File: src/rtl/character_anim_scheduler_if.sv
// character_anim_scheduler_if: game-state inputs and pose outputs of the animation scheduler
interface character_anim_scheduler_if;
    logic              frame_tick;
    logic              in_air;
    logic              vel_up;
    logic              charge_active;
    logic              land_event;
    logic              land_hard;
    logic signed [1:0] move_dir;
    logic [2:0]        char_id;
    logic signed [1:0] char_face;
    logic              anim_changed;
    logic              land_busy;
    modport master (
        output frame_tick, in_air, vel_up, charge_active, land_event, land_hard, move_dir,
        input  char_id, char_face, anim_changed, land_busy
    );
    modport slave (
        input  frame_tick, in_air, vel_up, charge_active, land_event, land_hard, move_dir,
        output char_id, char_face, anim_changed, land_busy
    );
endinterface

File: src/rtl/character_anim_scheduler.sv
// character_anim_scheduler: picks the character pose and facing once per display frame
module character_anim_scheduler #(
    parameter int IDLE_PERIOD = 30,
    parameter int LAND_HOLD   = 12,
    parameter int DEBOUNCE    = 2
) (
    input logic sys_clk,
    input logic sys_rst,
    character_anim_scheduler_if.slave bus
);
    localparam int IW = IDLE_PERIOD > 1 ? $clog2(IDLE_PERIOD) : 1;
    localparam int HW = LAND_HOLD > 1 ? $clog2(LAND_HOLD) : 1;
    localparam int DW = DEBOUNCE > 1 ? $clog2(DEBOUNCE) : 1;
    localparam logic [IW-1:0] IDLE_LAST = IW'(IDLE_PERIOD > 1 ? IDLE_PERIOD - 1 : 0);
    localparam logic [HW-1:0] HOLD_LAST = HW'(LAND_HOLD > 1 ? LAND_HOLD - 1 : 0);
    localparam logic [DW-1:0] DB_LAST   = DW'(DEBOUNCE > 1 ? DEBOUNCE - 1 : 0);
    localparam logic [2:0] IDLE_1 = 3'd0, IDLE_2 = 3'd1, CHARGE = 3'd2, JUMP_UP = 3'd3;
    localparam logic [2:0] JUMP_DOWN = 3'd4, FALL = 3'd5, SAFE = 3'd6;

    logic [2:0]    pose_q, pose_d;
    logic [1:0]    face_q, face_d;
    logic          busy_q, busy_d, anim_q, anim_d;
    logic [HW-1:0] hold_q, hold_d;
    logic [IW-1:0] idle_q, idle_d;
    logic [DW-1:0] db_cnt_q, db_cnt_d;
    logic          db_q, db_d, air_q, air_d, pend_q, pend_d, hard_q, hard_d;
    logic          land_now, hard_now, idle_wrap;

    // state register: reset aborts any hold, flight or pending landing
    always_ff @(posedge sys_clk or posedge sys_rst) begin
        if (sys_rst) begin
            pose_q   <= IDLE_1;
            face_q   <= 2'b01;
            busy_q   <= 1'b0;
            anim_q   <= 1'b0;
            hold_q   <= '0;
            idle_q   <= '0;
            db_cnt_q <= '0;
            db_q     <= 1'b0;
            air_q    <= 1'b0;
            pend_q   <= 1'b0;
            hard_q   <= 1'b0;
        end else begin
            pose_q   <= pose_d;
            face_q   <= face_d;
            busy_q   <= busy_d;
            anim_q   <= anim_d;
            hold_q   <= hold_d;
            idle_q   <= idle_d;
            db_cnt_q <= db_cnt_d;
            db_q     <= db_d;
            air_q    <= air_d;
            pend_q   <= pend_d;
            hard_q   <= hard_d;
        end
    end

    // next state: latch landings between frames, debounce vel_up, apply pose rules on each tick
    always_comb begin
        land_now  = pend_q | bus.land_event;
        hard_now  = bus.land_event ? bus.land_hard : hard_q;
        idle_wrap = idle_q >= IDLE_LAST;
        pose_d    = pose_q;
        face_d    = face_q;
        busy_d    = busy_q;
        hold_d    = hold_q;
        idle_d    = idle_q;
        db_d      = db_q;
        air_d     = air_q;
        db_cnt_d  = bus.in_air ? db_cnt_q : '0;
        pend_d    = land_now;
        hard_d    = hard_now;
        if (bus.frame_tick) begin
            pend_d = 1'b0;
            air_d  = bus.in_air;
            hold_d = '0;
            idle_d = '0;
            if (bus.in_air && !air_q) begin
                db_d     = bus.vel_up;
                db_cnt_d = '0;
            end else if (bus.in_air && bus.vel_up != db_q) begin
                db_d     = db_cnt_q >= DB_LAST ? bus.vel_up : db_q;
                db_cnt_d = db_cnt_q >= DB_LAST ? '0 : db_cnt_q + 1'b1;
            end else begin
                db_cnt_d = '0;
            end
            if (land_now) begin
                pose_d = hard_now ? FALL : SAFE;
                hold_d = HOLD_LAST;
            end else if (bus.in_air) begin
                pose_d = db_d ? JUMP_UP : JUMP_DOWN;
            end else if (hold_q != '0 && (pose_q == FALL || (pose_q == SAFE && !bus.charge_active))) begin
                hold_d = hold_q - 1'b1;
            end else if (bus.charge_active) begin
                pose_d = CHARGE;
            end else if (pose_q == IDLE_1 || pose_q == IDLE_2) begin
                pose_d = idle_wrap ? (pose_q == IDLE_1 ? IDLE_2 : IDLE_1) : pose_q;
                idle_d = idle_wrap ? '0 : idle_q + 1'b1;
            end else begin
                pose_d = IDLE_1;
            end
            busy_d = pose_d == FALL || pose_d == SAFE;
            face_d = (pose_d == IDLE_1 || pose_d == IDLE_2 || pose_d == SAFE) && bus.move_dir != 2'sd0
                     ? (bus.move_dir[1] ? 2'b11 : 2'b01) : face_q;
        end
        anim_d = pose_d != pose_q;
    end

    // outputs come straight from registers
    always_comb begin
        bus.char_id      = pose_q;
        bus.char_face    = face_q;
        bus.anim_changed = anim_q;
        bus.land_busy    = busy_q;
    end
endmodule

File: src/flat_wrapper.sv
// flat-port wrapper written by rule: the top's interface ports become plain ports
module character_anim_scheduler_flat 
#(
    parameter int IDLE_PERIOD = 30,
    parameter int LAND_HOLD   = 12,
    parameter int DEBOUNCE    = 2
)
  (sys_clk, sys_rst, bus_frame_tick, bus_in_air, bus_vel_up, bus_charge_active, bus_land_event, bus_land_hard, bus_move_dir, bus_char_id, bus_char_face, bus_anim_changed, bus_land_busy);
  character_anim_scheduler_if bus_i ();
  input logic sys_clk;
  input logic sys_rst;
  input wire logic [$bits(bus_i.frame_tick)-1:0] bus_frame_tick;
  input wire logic [$bits(bus_i.in_air)-1:0] bus_in_air;
  input wire logic [$bits(bus_i.vel_up)-1:0] bus_vel_up;
  input wire logic [$bits(bus_i.charge_active)-1:0] bus_charge_active;
  input wire logic [$bits(bus_i.land_event)-1:0] bus_land_event;
  input wire logic [$bits(bus_i.land_hard)-1:0] bus_land_hard;
  input wire logic [$bits(bus_i.move_dir)-1:0] bus_move_dir;
  output wire logic [$bits(bus_i.char_id)-1:0] bus_char_id;
  output wire logic [$bits(bus_i.char_face)-1:0] bus_char_face;
  output wire logic [$bits(bus_i.anim_changed)-1:0] bus_anim_changed;
  output wire logic [$bits(bus_i.land_busy)-1:0] bus_land_busy;
  assign bus_i.frame_tick = bus_frame_tick;
  assign bus_i.in_air = bus_in_air;
  assign bus_i.vel_up = bus_vel_up;
  assign bus_i.charge_active = bus_charge_active;
  assign bus_i.land_event = bus_land_event;
  assign bus_i.land_hard = bus_land_hard;
  assign bus_i.move_dir = bus_move_dir;
  assign bus_char_id = bus_i.char_id;
  assign bus_char_face = bus_i.char_face;
  assign bus_anim_changed = bus_i.anim_changed;
  assign bus_land_busy = bus_i.land_busy;
  character_anim_scheduler #(.IDLE_PERIOD(IDLE_PERIOD), .LAND_HOLD(LAND_HOLD), .DEBOUNCE(DEBOUNCE)) u_core (.sys_clk(sys_clk), .sys_rst(sys_rst), .bus(bus_i));
endmodule
File: config.mk
export PLATFORM = sky130hd
export DESIGN_NAME = character_anim_scheduler_flat
export DESIGN_NICKNAME = d
export VERILOG_FILES = /design/src/rtl/character_anim_scheduler_if.sv /design/src/rtl/character_anim_scheduler.sv /design/src/flat_wrapper.sv
export SDC_FILE = /design/constraint.sdc
export NUM_CORES = 1
export LEC_CHECK = 0
export BUFFER_PORTS_ARGS = -buffer_cell sky130_fd_sc_hd__buf_4
export CAP_MARGIN = 30
export CORE_ASPECT_RATIO = 0.7
export CORE_UTILIZATION = 56
export DETAILED_ROUTE_END_ITERATION = 8
export PLACE_DENSITY = 0.85
export SYNTH_ARGS = -nofsm -noshare
export SYNTH_HDL_FRONTEND = slang
export SYNTH_SLANG_ARGS = --single-unit
export TNS_END_PERCENT = 30
File: constraint.sdc
create_clock -name sys_clk -period 2.8 [get_ports sys_clk]
set_clock_uncertainty 0.05 [all_clocks]
set_input_delay 0.28 -clock sys_clk [delete_from_list [all_inputs] [get_ports sys_clk]]
set_output_delay 0.28 -clock sys_clk [all_outputs]
set_load 0.005 [all_outputs]
==> key figures <==
Outcome
  • Outcome: finished, final reports clean

Synth
  • Mapped Cells: 133
  • Cell variety after synth: 56
  • Area contributors post-synth: dfrtp_1 38%, o21ai_0 4.6%, ha_1 2.9%
  • Dominant cell type by area after synthesis: dfrtp_1
  • Ys async rst share: 100.0%
  • YS warnings: 0
  • Share of the synthesized area in the top cell type: 38.50%
  • Mean post-synth cell area: 9.774 um2
  • Syn Std Cell Area: 0.001300 mm2
  • Primary FF master, synth: dfrtp_1
  • Sequential area share after synthesis: 38.50%
  • Number of synthesized flops with an enable pin: 0
  • #FFs+latches synth: 20
  • Syn_nets: 146

Die
  • Core Box Area: 0.002172 mm2
  • Die W: 59.59 um
  • Die span in y: 42.31 um
  • Row count: 14
  • Die ar.: 0.002521 mm2
  • # IOs: 17
  • Initial Utilization: 59.85%

Cells and area
  • Final #Nets: 163
  • Filler instances: 179
  • Register area: 500.5 um2
  • Final instance area: 0.001464 mm2
  • Area delta synth->final: 12.61%
  • Fraction of layout instances using a drive strength above 1: 20.95%
  • Area occupied by multi-input gates: 747.0 um2
  • Non-filler instance count after layout: 180
  • Inserted Diodes: 0
  • Layout Utilization: 67.40%

Placed design
  • Routability congestion estimate: 0.9076
  • I/O Buffers: 15
  • Place WS: 0.5191 ns
  • Cell count after placement: 177
  • DP Wirelength: 2038 um
  • Dpl cell area: 0.001441 mm2

Clocking
  • Setup bufs post-CTS: 0
  • CTS tree: yes
  • Clk slew on worst S/H paths: 0.11 ns
  • Cts repair resizes: 0
  • Hold-fix buffers, CTS: 0
  • H-tree Lvls: 1
  • Root Buffer: clkbuf_4
  • Worst-Skew Late Latency: 0.30 ns
  • Sink Count: 20
  • Max Buffers Root-to-Sink: 2
  • CTS buffer count: 3

Power and ir drop
  • Maximum VDD drop: 303.2 uV
  • PD cells: 460.0 mW/mm2
  • Leakage power: 0.6315 nW

Worst setup path
  • Worst Path Required: 2.95 ns
  • Crit path largest cell delay: 0.46 ns
  • Largest fanout on the critical path: 4
  • Worst Path Class, Setup: reg -> reg
  • Slowest CP cell: a2111oi_2
  • WP data arrival: 2.44 ns
  • Critical Path, Cell by Cell: inv_1, ha_1, nor3b_2, o211a_1, nor3_1, a2111oi_2, mux2_4
  • Worst setup EP type: flop
  • Worst Setup Start Kind: flop

GRT
  • Tot GR Track Use: 24.29%
  • Global-route wire length before repair: 4554 um
  • Largest net degree at the start of global routing: 32
  • Vias in the first global route: 1050
  • GRT overflow: 0
  • Initial antenna violation count: 0

Detailed routing
  • Routed vias: 1107
  • Final wirelength: 2703 um
  • DR iter-0 viols: 50
  • Antenna Nets Post-Route: 0
  • DRC viols: 0
  • DR vias/cell: 6.150
  • Routed len/inst: 15.02 um
  • First-pass detailed-route iteration total: 4

STA
  • Setup ws final: 0.5122 ns
  • Post-route setup TNS: 0 ns
  • Final count of pins violating max slew: 0
  • Final hold violation count: 0
  • Rel. slew slack: 48.47%
  • Fin crit period: 2.288 ns
  • FMAX: 0.4371 GHz
  • Final Cycle Share: 81.71%
  • Slew @ Worst Pin: 0.7722 ns
  • RSZ-0062 raised after global routing: false
  • Final setup viols: 0

Run
  • Max Cap Viol: 0

Worst hold path
  • Hold Path Class: in -> async
## cells by family (layout without fill, tap and decap cells)
logic type / after synthesis / after routing / synth area share (%)
DFF: 20 / 20 / 38.50
buffers and inverters: 13 / 28 / 4.042
adders and majority gates: 3 / 3 / 2.888
xor gates and xnor gates: 3 / 3 / 2.022
and+or+nand+nor: 47 / 47 / 24.64
other: 1 / 1 / 0.2885
AOI/OAI and AO/OA: 40 / 40 / 22.43
muxes: 6 / 6 / 5.197
## flip-flops by register name, indices dropped and copies added, names as in the netlist
signal / flops
u_core.bus.anim_changed: 1
u_core.bus.char_face: 1
u_core.pend_q: 1
u_core.idle_q: 5
u_core.bus.land_busy: 1
u_core.hard_q: 1
u_core.hold_q: 4
u_core.bus.char_id: 3
u_core.db_q: 1
u_core.db_cnt_q: 1
u_core.air_q: 1
## per-layer routing
metal,routed length [um],track usage [%]
met1,1265,31.99
met2,1288,38.88
met3,138,7.407
met4,10,6.512
met5,0,0
## through the flow
| stage | hold WS, ns | total power [mW] |
|---|---|---|
| 2_1_floorplan | 0.1938 | 0.4705 |
| 3_3_place_gp | 0.4030 | 0.5325 |
| 3_5_place_dp | 0.4248 | 0.5429 |
| 4_1_cts | 0.09454 | 0.6760 |
| 5_1_grt | 0.1357 | 0.7087 |
| 6_report | 0.05754 | 0.6734 |
## worst max-delay path, delay by kind of cell, from the launching register on
family,cells,cell delay (ns)
AOI/OAI and AO/OA,2,0.73
DFF,1,0.42
and+or+nand+nor,2,0.41
muxes,1,0.33
adders and majority gates,1,0.19
buffers and inverters,1,0.07
## worst paths after layout
check                                  from                       to  slack (ns)  cells past startpoint
max                        u_core.hold_q[0]  u_core.bus.char_face[1]        0.51                      7
min                                 sys_rst         u_core.idle_q[2]        0.06                      2
max reg2reg                u_core.hold_q[0]  u_core.bus.char_face[1]        0.51                      7
min reg2reg                u_core.idle_q[4]         u_core.idle_q[4]        0.44                      1
max in group asynchronous           sys_rst            u_core.pend_q        2.15                      2
min in group sys_clk        bus_move_dir[1]  u_core.bus.char_face[1]        0.16                      2
## final cells by class
class | instances | area share [%]
clock buffer | 3 | 1.538
inverter | 9 | 2.308
multi-input combinational | 100 | 51.03
sequential | 20 | 34.19
tap | 32 | 2.735
timing repair buffer | 16 | 8.205
## power breakdown
part | switching, mW | total, mW | internal (mW)
Clock | 0.0852 | 0.135 | 0.0502
Sequential | 0.0345 | 0.354 | 0.319
Combinational | 0.0886 | 0.184 | 0.0958
## cells in the mapped netlist, types with 4 or more instances
master and count:
inv_1 9, o21ai_0 12, dfrtp_1 20, o211ai_1 4, nor3_1 4, nor2_1 5
nand2b_1 4, nand2_1 5, nand3_1 4
## cell usage in the layout, fill, tap and decap left out, types with 2 or more instances in the layout
master,count
dfrtp_1,20
buf_4,16
o21ai_0,12
inv_1,9
nand2_1,5
nor2_1,5
nand2b_1,4
nor3_1,4
o211ai_1,4
nand3_1,4
nor2b_1,3
nand3b_1,3
mux2i_1,3
o21a_1,3
ha_1,3
clkbuf_4,3
nor3b_2,2
a21oi_1,2
and2_1,2
a31oi_1,2
mux2_2,2
xnor2_1,2
nand4b_1,2
o22ai_1,2
Power figures use the tool's default switching activity.
